--- src/rtl/pipe_ctrl.sv ---
// ----------------------------------------------------------------------------
// pipe_ctrl -- hazard and debug-sequencing controller for a 5-stage pipeline
// (F, D, E, M, W).
//
// Functions:
//   * Operand forwarding selects for the instruction in E (from M or W).
//   * Load-use detection between E (load) and D (consumer), resolved with a
//     single bubble.
//   * Taken branch/jump flush of D and E.
//   * Data-memory wait: freezes the whole front of the pipe while M waits.
//   * Debug halt / single-step via a small FSM.
//
// States:
//   state    | meaning
//   ---------+---------------------------------------------------------------
//   RUN      | normal execution
//   MEMWAIT  | data memory busy in M; F/D/E/M frozen
//   HALT     | D held, E/M/W drain; waiting for step_req or halt_req release
//   STEP     | run until one instruction issues from D to E, then re-evaluate
//
// Ports:
//   clk, rst_n              clock, asynchronous active-low reset
//   rs1D, rs2D              source indices of the instruction in D
//   rs1E, rs2E, rdE         source / destination indices in E
//   rdM, rdW                destination indices in M and W
//   regwriteE/M/W           register-write enables per stage
//   wbselE                  writeback select in E (00 = load)
//   pcselE                  taken branch/jump resolved in E
//   memreqM, dmem_ready     data-memory request in M and its completion
//   halt_req, step_req      debug halt level, single-step pulse
//   stallF/D/E/M            hold PC and D/E/M pipeline registers
//   flushD, flushE          clear D/E pipeline registers to a bubble
//   fwdAE, fwdBE            forward select (00 regfile, 01 W, 10 M)
//   halted                  high while the FSM is in HALT
//
// Build option:
//   PIPE_CTRL_PERF_EN       adds 32-bit wrapping counters stall_cnt (cycles
//                           with stallD) and flush_cnt (branch-caused flushE).
// ----------------------------------------------------------------------------
module pipe_ctrl (
    input  logic        clk,
    input  logic        rst_n,
    input  logic [4:0]  rs1D,
    input  logic [4:0]  rs2D,
    input  logic [4:0]  rs1E,
    input  logic [4:0]  rs2E,
    input  logic [4:0]  rdE,
    input  logic [4:0]  rdM,
    input  logic [4:0]  rdW,
    input  logic        regwriteE,
    input  logic        regwriteM,
    input  logic        regwriteW,
    input  logic [1:0]  wbselE,
    input  logic        pcselE,
    input  logic        memreqM,
    input  logic        dmem_ready,
    input  logic        halt_req,
    input  logic        step_req,
    output logic        stallF,
    output logic        stallD,
    output logic        stallE,
    output logic        stallM,
    output logic        flushD,
    output logic        flushE,
    output logic [1:0]  fwdAE,
    output logic [1:0]  fwdBE,
    output logic        halted
`ifdef PIPE_CTRL_PERF_EN
    ,
    output logic [31:0] stall_cnt,
    output logic [31:0] flush_cnt
`endif
);

    typedef enum logic [1:0] {
        RUN     = 2'd0,
        MEMWAIT = 2'd1,
        HALT    = 2'd2,
        STEP    = 2'd3
    } state_t;

    state_t state;

    logic mem_wait;
    logic lu;
    logic br_flush;

    assign mem_wait = memreqM & ~dmem_ready;

    assign lu = regwriteE && (wbselE == 2'b00) && (rdE != 5'd0) &&
                ((rdE == rs1D) || (rdE == rs2D));

    // Forward select: M has priority over W because it holds the younger value.
    function automatic logic [1:0] fwd_sel(input logic [4:0] rs);
        logic [1:0] sel;
        sel = 2'b00;
        if (regwriteM && (rdM != 5'd0) && (rdM == rs))
            sel = 2'b10;
        else if (regwriteW && (rdW != 5'd0) && (rdW == rs))
            sel = 2'b01;
        return sel;
    endfunction

    // Stall/flush are purely combinational from state and inputs. The
    // exit cycle of MEMWAIT falls into the RUN/STEP branch, so it applies
    // normal run rules. Reset forces every output to zero.
    always_comb begin
        stallF   = 1'b0;
        stallD   = 1'b0;
        stallE   = 1'b0;
        stallM   = 1'b0;
        flushD   = 1'b0;
        flushE   = 1'b0;
        br_flush = 1'b0;
        fwdAE    = 2'b00;
        fwdBE    = 2'b00;
        if (rst_n) begin
            fwdAE = fwd_sel(rs1E);
            fwdBE = fwd_sel(rs2E);
            if (mem_wait) begin
                stallF = 1'b1;
                stallD = 1'b1;
                stallE = 1'b1;
                stallM = 1'b1;
            end else if (state == HALT) begin
                stallF = 1'b1;
                stallD = 1'b1;
                flushE = 1'b1;
            end else if (pcselE) begin
                // Branch wins over load-use: the dependent instruction in D
                // is on the wrong path and is discarded anyway.
                flushD   = 1'b1;
                flushE   = 1'b1;
                br_flush = 1'b1;
            end else if (lu) begin
                stallF = 1'b1;
                stallD = 1'b1;
                flushE = 1'b1;
            end
        end
    end

    // FSM with halted registered alongside the state so it tracks HALT exactly.
    always_ff @(posedge clk or negedge rst_n) begin
        if (!rst_n) begin
            state  <= RUN;
            halted <= 1'b0;
        end else if (mem_wait) begin
            state  <= MEMWAIT;
            halted <= 1'b0;
        end else begin
            case (state)
                RUN: begin
                    if (halt_req && !pcselE) begin
                        state  <= HALT;
                        halted <= 1'b1;
                    end else begin
                        state  <= RUN;
                        halted <= 1'b0;
                    end
                end
                MEMWAIT: begin
                    if (halt_req) begin
                        state  <= HALT;
                        halted <= 1'b1;
                    end else begin
                        state  <= RUN;
                        halted <= 1'b0;
                    end
                end
                HALT: begin
                    if (!halt_req) begin
                        state  <= RUN;
                        halted <= 1'b0;
                    end else if (step_req) begin
                        state  <= STEP;
                        halted <= 1'b0;
                    end else begin
                        state  <= HALT;
                        halted <= 1'b1;
                    end
                end
                STEP: begin
                    // One issue means D moved into E: no branch flush, no bubble.
                    if (!pcselE && !lu) begin
                        if (halt_req) begin
                            state  <= HALT;
                            halted <= 1'b1;
                        end else begin
                            state  <= RUN;
                            halted <= 1'b0;
                        end
                    end else begin
                        state  <= STEP;
                        halted <= 1'b0;
                    end
                end
                default: begin
                    state  <= RUN;
                    halted <= 1'b0;
                end
            endcase
        end
    end

`ifdef PIPE_CTRL_PERF_EN
    always_ff @(posedge clk or negedge rst_n) begin
        if (!rst_n) begin
            stall_cnt <= 32'd0;
            flush_cnt <= 32'd0;
        end else begin
            if (stallD)
                stall_cnt <= stall_cnt + 32'd1;
            if (br_flush)
                flush_cnt <= flush_cnt + 32'd1;
        end
    end
`endif

endmodule

--- config.mk ---
export PLATFORM = sky130hd
export DESIGN_NAME = pipe_ctrl
export DESIGN_NICKNAME = d
export VERILOG_FILES = /design/src/rtl/pipe_ctrl.sv
export SDC_FILE = /design/constraint.sdc
export NUM_CORES = 1
export LEC_CHECK = 0
export ABC_CLOCK_PERIOD_IN_PS = 2100
export CAP_MARGIN = 30
export CORE_UTILIZATION = 25
export CTS_CLUSTER_DIAMETER = 80
export CTS_CLUSTER_SIZE = 20
export DETAILED_ROUTE_END_ITERATION = 10
export GPL_TIMING_DRIVEN = 1
export PLACE_DENSITY = 0.75
export SKIP_LAST_GASP = 1
export SYNTH_ARGS = -nofsm -noshare
export SYNTH_HDL_FRONTEND = slang
export SYNTH_SLANG_ARGS = --single-unit
--- constraint.sdc ---
create_clock -name clk -period 2.1 [get_ports clk]
set_clock_uncertainty 0.05 [all_clocks]
set_input_delay 0.315 -clock clk [delete_from_list [all_inputs] [get_ports clk]]
set_output_delay 0.315 -clock clk [all_outputs]
set_load 0.01 [all_outputs]
==> summary.txt, run 1 <==
Floorplan
  • Area of the core: 2280 um2
  • Number of placement rows: 17
  • Die ar.: 2710 um2
  • Initial core utilization: 0.275
  • Die height: 52.0 um
  • Width of the die: 52.0 um
  • Boundary Pins: 58

Power
  • Ratio of total power to cell area: 293 nW/um2
  • Worst vdd rail ir drop: 359 uV
  • Leakage power figure: 0.640 nW
  • Sum of internal, switching and leakage power: 0.431 mW

Cells and area
  • Layout overhead on the synthesized area: 135%
  • Fraction of layout cells with a size suffix above 1: 0.317
  • Final cell utilization of the core: 0.646
  • Nets@finish: 212
  • Final instance area: 1470 um2
  • Number of inserted diodes: 0

Detailed routing
  • Vias after detailed routing: 923
  • Number of nets with antenna violations after detailed routing: 0
  • Detailed-route vias per instance: 4.81
  • Average detailed-routed wire length per instance: 14.8 um
  • Routed Wire Length: 2840 um
  • DRC violations left: 0
  • Detailed router's first-iteration violation count: 6
  • Count of TritonRoute iterations in the first routing pass: 4

Clock network
  • CTS Hold Buffers Added: 0
  • Clock transition at path regs: 0.04 ns
  • Longest Clk Path Bufs: 2
  • Sinks on Clock Net: 3
  • H-tree depth: 1
  • Num CTS Buffers: 3
  • CTS tree: done
  • Clock root cell: sky130_fd_sc_hd__clkbuf_4
  • Clk Latency, worst-skew pair: 0.23 ns

Timing
  • Period utilisation layout: 1.01
  • Rel. slew slack: 0.786
  • Final critical-path required period: 2.12 ns
  • Final Hold Vio Count: 0
  • Total of endpoints with negative setup slack in the final report: 1
  • Final Slew Violations: 0
  • Unrepaired setup endpoints after global routing: yes
  • Transition time at the pin with the least slew margin: 0.320 ns
  • Post-layout worst setup margin: -0.0223 ns
  • Worst hold slack across all endpoints: 0.0811 ns
  • Peak Freq: 0.471 GHz

Global routing
  • Largest net degree at the start of global routing: 8
  • Overflow left after global routing: 0
  • Initial antenna violation count: 0
  • Global-route wire length before repair: 4190 um
  • Total routing usage reported by global routing: 0.215
  • Number of global-route vias before repair: 936

Critical path
  • Sort of element at the start of the critical path: input pin
  • Arrival time at the worst endpoint: 1.76 ns
  • Worst reg2reg setup slack: 0.96 ns
  • Worst setup EP type: output port
  • Launching point of the worst reg2reg path: state[0]
  • Critical Setup Path Class: in2out
  • Reg-to-reg endpoint: halted
  • CP max FO: 2
  • Data required, critical path: 1.74 ns
  • Depth of the worst register-to-register path: 4

Place
  • Placed instance area: 1370 um2
  • Pre-CTS WS: -0.806 ns
  • Weighted congestion at the end of routability-driven global placement: 0.806
  • Final HPWL from detailed placement: 2260 um
  • Number of I/O port buffers: 57

Logic synthesis
  • Count of synthesis-stage warnings from yosys: 0
  • Average cell area after synthesis: 7.72 um2
  • Sequential element share of the synthesized area: 0.120
  • Seq cells post-synth: 3
  • Syn_nets: 128
  • Number of instances in the synthesized netlist: 81
  • Unique cell type count in the Yosys netlist: 24
  • Combined area of all synthesized cells: 626 um2

Hold path
  • Tightest Hold Check Type: in2async

Outcome
  • Run status: complete, but fails checks
  • Failing checks: setup timing

Job
  • Number of violations of the max-capacitance limit: 0
worst max-delay path by stage:
| stage | endpoint | start | slack, ns | cells after the start |
|---|---|---|---|---|
| 6_report | fwdAE[0] | rdW[2] | -0.02 | 6 |
| 5_1_grt | fwdAE[0] | rdW[2] | -0.1 | 6 |
| 4_1_cts | fwdBE[0] | rdM[2] | -0.04 | 7 |
| 3_5_place_dp | fwdBE[0] | rdM[1] | -0.81 | 6 |
| 3_3_place_gp | fwdBE[0] | rdM[1] | -0.67 | 6 |
| 2_1_floorplan | fwdAE[0] | rdM[1] | 0.18 | 4 |
sequential cells by signal, summed over array words and instances (netlist names):
signal / count
halted: 1
state: 2
area by class of cell:
class,count,area [um2]
fill,194,806
timing repair buffer,81,706
multi-input combinational,73,617
sequential,3,75.1
tap,28,35.0
clock buffer,4,26.3
inverter,3,11.3
Yosys cell counts:
master	number	area, um2
sky130_fd_sc_hd__a211oi_2	1	12.5
sky130_fd_sc_hd__a21boi_0	1	7.51
sky130_fd_sc_hd__a21oi_1	5	25.0
sky130_fd_sc_hd__a31oi_1	1	6.26
sky130_fd_sc_hd__and2_1	2	12.5
sky130_fd_sc_hd__buf_4	2	15.0
sky130_fd_sc_hd__dfrtp_1	3	75.1
sky130_fd_sc_hd__inv_1	3	11.3
sky130_fd_sc_hd__nand2_1	6	22.5
sky130_fd_sc_hd__nand2b_1	1	6.26
sky130_fd_sc_hd__nand3_1	4	20.0
sky130_fd_sc_hd__nand3b_1	1	7.51
sky130_fd_sc_hd__nor2_1	5	18.8
sky130_fd_sc_hd__nor4_1	4	25.0
sky130_fd_sc_hd__nor4b_2	1	15.0
sky130_fd_sc_hd__o211ai_1	1	7.51
sky130_fd_sc_hd__o21ai_0	1	5.00
sky130_fd_sc_hd__o221ai_1	1	8.76
sky130_fd_sc_hd__o22ai_1	1	6.26
sky130_fd_sc_hd__o311a_1	1	10.0
sky130_fd_sc_hd__o31ai_1	1	7.51
sky130_fd_sc_hd__or4_1	5	37.5
sky130_fd_sc_hd__xnor2_1	16	140
sky130_fd_sc_hd__xor2_1	14	123
cells by family (layout without fill, tap and decap cells):
logic type	count (synthesis)	in the layout	share of synthesized area
compound gates	14	14	0.154
xor+xnor	30	30	0.420
buf+inv	5	88	0.0420
flops	3	3	0.120
simple gates	29	29	0.264
metrics by stage:
step,instances,setup TNS [ns]
after floorplan,81,0
after global placement,185,-3.93
after detailed placement,185,-4.65
after CTS,190,-0.0418
after global routing,192,-0.144
final,192,-0.0223
cell usage in the layout (no fill, tap or decap), drive strengths merged:
cell type      netlist  layout
a21boi               1       1
a211oi               1       1
o221ai               1       1
nand3                4       4
nand2                6       6
inv                  3       3
nand2b               1       1
o22ai                1       1
buf                  2      32
or4                  5       5
o21ai                1       1
dlymetal6s2s         0       2
nor4                 4       4
and2                 2       2
a21oi                5       5
o211ai               1       1
dfrtp                3       3
o31ai                1       1
dlygate4sd2          0      15
clkdlybuf4s15        0       5
xor2                14      14
o311a                1       1
nor4b                1       1
nand3b               1       1
clkbuf               0       6
xnor2               16      16
nor2                 5       5
a31oi                1       1
clkdlybuf4s50        0      25
worst max-delay path, stage by stage:
cell and delay [ns]:
sky130_fd_sc_hd__clkdlybuf4s15_1 0.19, sky130_fd_sc_hd__buf_6 0.13, sky130_fd_sc_hd__xor2_1 0.15, sky130_fd_sc_hd__or4_4 0.50, sky130_fd_sc_hd__nor4_2 0.30, sky130_fd_sc_hd__buf_2 0.18
timing repair:
action | CTS | global route
hold endpoints to repair | 0 | 0
gates resized for setup | 74 | 15
setup buffers | 1 | 2
pin swaps | 13 | 11
endpoints found under the setup margin | 8 | 8
metal layers:
layer	global-route usage	share of wire
met1	0.233	0.37
met2	0.410	0.57
met3	0.0351	0.038
met4	0.0766	0.022
met5	0	0
power breakdown:
group | leakage (nW) | total (mW) | switching, mW | internal, mW
combinational | 0.586 | 0.263 | 0.109 | 0.154
clock | 0.0150 | 0.101 | 0.0300 | 0.0712
sequential | 0.0389 | 0.0668 | 0.00360 | 0.0632
No activity file was read; power rests on OpenSTA's default activity.
==> run 2, diff against run 1 <==
--- a/config.mk
+++ b/config.mk
@@ -9,7 +9,7 @@
 export CAP_MARGIN = 30
 export CORE_UTILIZATION = 25
 export CTS_CLUSTER_DIAMETER = 80
-export CTS_CLUSTER_SIZE = 20
+export CTS_CLUSTER_SIZE = 40
 export DETAILED_ROUTE_END_ITERATION = 10
 export GPL_TIMING_DRIVEN = 1
 export PLACE_DENSITY = 0.75
==> results of run 2 <==
No change in the layout: final DEF, timing and power equal those of run 1.
